## src/rtl/prog_loader_pkg.sv

```systemverilog
// Shared constants and state encoding for the serial program loader.
package prog_loader_pkg;

  localparam logic [7:0] HEADER_BYTE = 8'hA5;
  localparam int         UART_BITS   = 8;

  typedef enum logic [2:0] {
    S_IDLE,
    S_COUNT,
    S_DATA,
    S_WRITE,
    S_VERIFY,
    S_CHECK,
    S_RUN,
    S_ERROR
  } load_state_t;

endpackage

```

## src/rtl/prog_loader_uart_rx.sv

```systemverilog
// 8N1 UART receiver: 2-flop synchronizer, down-counting bit timer, LSB-first shifter.
// state    | meaning
// RX_IDLE  | line idle, waiting for a falling edge
// RX_START | half-bit wait, start bit re-checked
// RX_DATA  | sampling data bits at bit centres
// RX_STOP  | sampling stop bit
// RX_BREAK | framing error seen, waiting for line to go high again
module prog_loader_uart_rx
  import prog_loader_pkg::*;
#(
  parameter int CLKS_PER_BIT = 868
) (
  input  logic       CLK,
  input  logic       RST,
  input  logic       RXD,
  output logic [7:0] rx_byte,
  output logic       valid,
  output logic       ferr
);

  localparam int TW = $clog2(CLKS_PER_BIT + 1);

  typedef enum logic [2:0] {RX_IDLE, RX_START, RX_DATA, RX_STOP, RX_BREAK} rx_state_t;

  rx_state_t     state, state_nxt;
  logic          rx_meta, rx_sync;
  logic [TW-1:0] timer;
  logic [2:0]    bit_cnt;
  logic [7:0]    shreg;
  logic          tc;

  assign tc      = (timer == '0);
  assign rx_byte = shreg;
  assign valid   = (state == RX_STOP) && tc && rx_sync;
  assign ferr    = (state == RX_STOP) && tc && !rx_sync;

  always_comb begin
    state_nxt = state;
    case (state)
      RX_IDLE:  if (!rx_sync) state_nxt = RX_START;
      RX_START: if (tc) state_nxt = rx_sync ? RX_IDLE : RX_DATA;
      RX_DATA:  if (tc && bit_cnt == 3'(UART_BITS - 1)) state_nxt = RX_STOP;
      RX_STOP:  if (tc) state_nxt = rx_sync ? RX_IDLE : RX_BREAK;
      RX_BREAK: if (rx_sync) state_nxt = RX_IDLE;
      default:  state_nxt = RX_IDLE;
    endcase
  end

  always_ff @(posedge CLK) begin
    if (RST) begin
      rx_meta <= 1'b1;
      rx_sync <= 1'b1;
      state   <= RX_IDLE;
      timer   <= '0;
      bit_cnt <= '0;
      shreg   <= '0;
    end else begin
      rx_meta <= RXD;
      rx_sync <= rx_meta;
      state   <= state_nxt;
      // Idle keeps the half-bit preload so the start re-check lands mid-bit.
      if (state == RX_IDLE)  timer <= TW'(CLKS_PER_BIT / 2 - 1);
      else if (tc)           timer <= TW'(CLKS_PER_BIT - 1);
      else                   timer <= timer - 1'b1;
      if (state == RX_START) bit_cnt <= '0;
      else if (state == RX_DATA && tc) begin
        bit_cnt <= bit_cnt + 1'b1;
        shreg   <= {rx_sync, shreg[7:1]};
      end
    end
  end

endmodule

```

## src/rtl/prog_loader.sv

```systemverilog
// Serial program loader: receives a framed image over UART, writes memory, releases the CPU.
// Optional readback check after each write is enabled by defining PROG_LOADER_VERIFY_EN.
// state    | meaning
// S_IDLE   | wait for header byte, other bytes dropped
// S_COUNT  | receive word count
// S_DATA   | assemble 4 bytes into a word
// S_WRITE  | one-cycle memory write
// S_VERIFY | one-cycle readback compare (verify build only)
// S_CHECK  | wait for checksum byte
// S_RUN    | load done, CPU released
// S_ERROR  | load failed, CPU held; header restarts the load
module prog_loader
  import prog_loader_pkg::*;
#(
  parameter int CLKS_PER_BIT = 868,
  parameter int MEM_WORDS    = 128
) (
  input  logic        CLK,
  input  logic        RST,
  input  logic        RXD,
  output logic        CPU_RST,
  output logic        CS,
  output logic        WE,
  output logic [6:0]  ADDR,
  output logic        BUS_OE,
  output logic [31:0] BUS_DATA,
  input  logic [31:0] MEM_DIN,
  output logic        DONE,
  output logic        ERR
);

  load_state_t state, state_nxt;
  logic [7:0]  rx_byte;
  logic        rx_valid, rx_ferr;
  logic [6:0]  addr_q, last_addr;
  logic [1:0]  byte_cnt;
  logic [31:0] word_q;
  logic [7:0]  chk_q;
  logic        last_word, count_ok, header_seen, word_done;

  prog_loader_uart_rx #(.CLKS_PER_BIT(CLKS_PER_BIT)) u_rx (
    .CLK     (CLK),
    .RST     (RST),
    .RXD     (RXD),
    .rx_byte (rx_byte),
    .valid   (rx_valid),
    .ferr    (rx_ferr)
  );

  assign last_word   = (addr_q == last_addr);
  assign header_seen = rx_valid && (rx_byte == HEADER_BYTE);
  // A count byte of zero stands for a full 128-word image.
  assign count_ok    = (rx_byte == 8'd0) ? (MEM_WORDS >= 128)
                                         : ({24'd0, rx_byte} <= 32'(MEM_WORDS));

`ifdef PROG_LOADER_VERIFY_EN
  assign word_done = (state == S_VERIFY) && (MEM_DIN == word_q);
`else
  assign word_done = (state == S_WRITE);
`endif

  always_comb begin
    state_nxt = state;
    case (state)
      S_IDLE:   if (header_seen) state_nxt = S_COUNT;
      S_COUNT:  if (rx_ferr) state_nxt = S_ERROR;
                else if (rx_valid) state_nxt = count_ok ? S_DATA : S_ERROR;
      S_DATA:   if (rx_ferr) state_nxt = S_ERROR;
                else if (rx_valid && byte_cnt == 2'd3) state_nxt = S_WRITE;
`ifdef PROG_LOADER_VERIFY_EN
      S_WRITE:  state_nxt = S_VERIFY;
`else
      S_WRITE:  state_nxt = last_word ? S_CHECK : S_DATA;
`endif
      S_VERIFY: if (MEM_DIN != word_q) state_nxt = S_ERROR;
                else state_nxt = last_word ? S_CHECK : S_DATA;
      S_CHECK:  if (rx_ferr) state_nxt = S_ERROR;
                else if (rx_valid) state_nxt = (rx_byte == chk_q) ? S_RUN : S_ERROR;
      S_RUN:    state_nxt = S_RUN;
      S_ERROR:  if (header_seen) state_nxt = S_COUNT;
      default:  state_nxt = S_IDLE;
    endcase
  end

  always_ff @(posedge CLK) begin
    if (RST) state <= S_IDLE;
    else     state <= state_nxt;
  end

  always_ff @(posedge CLK) begin
    if (RST) begin
      addr_q    <= '0;
      last_addr <= '0;
      byte_cnt  <= '0;
      word_q    <= '0;
      chk_q     <= '0;
    end else begin
      if ((state == S_IDLE || state == S_ERROR) && header_seen) begin
        addr_q   <= '0;
        byte_cnt <= '0;
        chk_q    <= '0;
      end
      if (state == S_COUNT && rx_valid) last_addr <= 7'(rx_byte - 8'd1);
      if (state == S_DATA && rx_valid) begin
        word_q   <= {word_q[23:0], rx_byte};
        chk_q    <= chk_q ^ rx_byte;
        byte_cnt <= byte_cnt + 1'b1;
      end
      if (word_done && !last_word) addr_q <= addr_q + 1'b1;
    end
  end

  assign CPU_RST  = (state != S_RUN);
  assign DONE     = (state == S_RUN);
  assign ERR      = (state == S_ERROR);
  assign CS       = (state == S_WRITE) || (state == S_VERIFY);
  assign WE       = (state == S_WRITE);
  assign BUS_OE   = (state == S_WRITE);
  assign ADDR     = (state == S_RUN) ? 7'd0 : addr_q;
  assign BUS_DATA = CS ? word_q : 32'd0;

endmodule
```

## config.mk

```make
export PLATFORM = sky130hd
export DESIGN_NAME = prog_loader
export DESIGN_NICKNAME = d
export VERILOG_FILES = /design/src/rtl/prog_loader_pkg.sv /design/src/rtl/prog_loader_uart_rx.sv /design/src/rtl/prog_loader.sv
export SDC_FILE = /design/constraint.sdc
export NUM_CORES = 1
export LEC_CHECK = 0
export CORE_MARGIN = 2
export CORE_UTILIZATION = 35
export DETAILED_ROUTE_END_ITERATION = 6
export GPL_TIMING_DRIVEN = 0
export PLACE_DENSITY = 0.58
export SYNTH_ARGS = -nofsm -noshare
export SYNTH_HDL_FRONTEND = slang
export SYNTH_SLANG_ARGS = --single-unit
```

## constraint.sdc

```tcl
create_clock -name CLK -period 4.6 [get_ports CLK]
set_clock_uncertainty 0.1 [all_clocks]
set_input_delay 0.92 -clock CLK [delete_from_list [all_inputs] [get_ports CLK]]
set_output_delay 0.92 -clock CLK [all_outputs]
set_load 0.01 [all_outputs]
```

==> qor.yml <==
status:
  outcome: "completed"
cts:
  cts_tree: "done"
  cts_root_buffer: "clkbuf_16"
  cts.hold.buffers_added: 0
  cts_setup_buffers: 0
  cts_buffers: 9
  cts_resized: 0
  clock_latency_ns: 0.34
  cts.htree.levels: 3
  clock_sinks: 85
  clk_pin_slew_worst_paths_ns: 0.06
  clock_path_buffers: 2
floorplanning:
  initial_core_util: 0.3614
  rows: 41
  die_h_um: 118.6
  dieArea_sq_um: 14070
  io_pins: 80
  die_w_um: 118.6
  core_region_area_sq_um: 12720
place:
  globalplace.congestion: 0.9008
  port_buffers: 78
  hpwl_um: 9308
  dp_cells: 823
critical_path:
  worstPathArrival_ns: 2.74
  cp_data_required_time_ns: 3.58
  r2r_slack_ns: 2.05
  crit_type: "reg2out"
  reg2regPathDepth: 7
  regToRegEndpoint: "word_q[31]$_SDFFE_PP0P_"
  worst_setup_path_start_kind: "flop"
  r2r_start: "u_rx.timer[5]$_SDFF_PP0_"
  path_max_fanout: 10
  cp-end-kind: "output port"
flow_run:
  maxCapViolCount: 0
synthesis:
  synth-async-reset-ratio: 0
  synth_warnings: 0
  synth_edf_count: 0
  syn-cell-area_sq_um: 4598
  ys_ff_latch: 85
  synth_area_leaders: "dfxtp_1 37%, xnor2_1 7.6%, nand2_1 7.0%"
  syn_area_per_cell_sq_um: 8.025
  synth_cell_type_count: 50
  syn_nets: 617
  ys.flop_type: "dfxtp_1"
  synth_top_area_share: 0.3701
  syn_inst: 573
  ys_seq_area_frac: 0.3701
  synth_largest_area_cell: "dfxtp_1"
sta:
  worstMarginPinSlew_ns: 0.7372
  min_period_over_period: 0.8169
  maxSlewViolCount: 0
  tns_ns: 0
  final-setup-viol-count: 0
  max_freq_ghz: 0.2661
  rsz0062_at_grt: "false"
  fin_crit_ns: 3.758
  worst_hold_slack_ns: 0.3125
  max_slew_margin: 0.5067
  hold_violations: 0
power:
  ir_drop_uv: 261.1
  power_density_nw_per_um2: 314.4
  leakagePower_nw: 2.072
  fin_total_pwr_mw: 1.861
route:
  ant_nets: 0
  drt-initial-drc-count: 178
  viasPerCell: 5.010
  route.detailed.drc: 0
  drtPass1Iterations: 4
  route.detailed.wl_per_inst_um: 14.74
  via_count: 4203
  wirelength_um: 12370
layout:
  area_growth_pct: 28.73
  drive_gt1_frac: 0.05997
  final_cell_mix: "86 x nand2_1, 85 x dfxtp_1, 78 x clkdlybuf4s50_1"
  multiInputGateArea_sq_um: 2689
  fin_nets: 706
  n_antenna_cell: 0
  n_fill_cell: 1297
  instances_no_fill: 839
  seq_area_sq_um: 1702
  layout_commonest_cell: "nand2_1"
min_path:
  hold_path_depth: 1
  hp-class: "reg2reg"
  min_to: "u_rx.rx_sync$_SDFF_PP1_"
  holdCritStartpoint: "u_rx.rx_meta$_SDFF_PP1_"
global_route:
  antenna_found_initial: 0
  grt_pass1_vias: 4078
  grt_max_degree: 15
  grt_util_all_layers: 0.1808
  grt_overflow_total: 0
  grt_pass1_wl_um: 20510
[metal layers]
layer / GRT usage / vias to the layer above / share of wire
met5: 0 / - / 0
met4: 0.05060 / 0 / 0.014
met3: 0.04344 / 13 / 0.045
met2: 0.2949 / 69 / 0.47
met1: 0.2377 / 1992 / 0.47
li1: - / 2129 / -
[worst max-delay path, cell delays in order (launching register included)]
cell             delay, ns
dfxtp_1               0.43
inv_1                 0.11
nand3_1               0.12
inv_1                 0.11
nor2_1                0.59
clkbuf_1              0.43
nor2b_1               0.09
clkdlybuf4s50_1       0.51
[sequential cells by signal, summed over array words and instances (netlist names)]
signal        flops
u_rx.timer       10
u_rx.rx_meta      1
u_rx.bit_cnt      3
state             3
chk_q             8
u_rx.rx_sync      1
addr_q            7
byte_cnt          2
u_rx.state        3
word_q           32
last_addr         7
u_rx.rx_byte      8
[cell families after synthesis]
kind of cell / after synthesis / synth area share
buf+inv: 48 / 0.04517
simple gates: 261 / 0.2950
mux: 18 / 0.03918
compound gates: 100 / 0.1265
flops: 85 / 0.3701
fa+ha+maj: 10 / 0.02694
xor+xnor: 51 / 0.09714
[through the flow]
step / worst slack, ns / util / area [sq um]
after floorplan: 2.225 / - / 4598
after global placement: 1.087 / 0.4397 / 5594
after detailed placement: 1.147 / 0.4397 / 5594
after CTS: 0.7692 / 0.4653 / 5919
after global routing: 0.5915 / 0.4653 / 5919
final: 0.8422 / 0.4653 / 5919
[cell type report]
cell class / count / area share
plain buffers: 35 / 0.02684
flip-flops and latches: 85 / 0.2875
clock buffers: 10 / 0.04037
repair buffers: 78 / 0.1319
inverters: 13 / 0.008243
multi-input cells: 440 / 0.4542
clock inverters: 6 / 0.01458
well taps: 172 / 0.03636
[worst max-delay path by stage]
stage                                from      endpoint
finish              state[2]$_SDFFE_PP0P_  BUS_DATA[15]
CTS                 state[1]$_SDFFE_PP0P_  BUS_DATA[22]
detailed placement  state[1]$_SDFFE_PP0P_  BUS_DATA[22]
global route        state[2]$_SDFFE_PP0P_  BUS_DATA[22]
floorplan           state[0]$_SDFFE_PP0P_  BUS_DATA[10]
global placement    state[2]$_SDFFE_PP0P_  BUS_DATA[24]
[Yosys cell counts (11+ instances only)]
cell type and number:
nand2_1 86, nand4_1 11, mux2i_1 18, o21ai_0 18, nor2b_1 50, inv_1 13
xor2_1 11, clkbuf_1 24, a21oi_1 58, nand3_1 11, xnor2_1 40, dfxtp_1 85
nor3_1 13, nor2_1 42
[report_power, final]
group | internal (mW) | switching, mW | leakage (nW)
Combinational | 0.116 | 0.186 | 1.23
Sequential | 0.750 | 0.0147 | 0.687
Clock | 0.489 | 0.305 | 0.158
No activity file was read; power rests on OpenSTA's default activity.
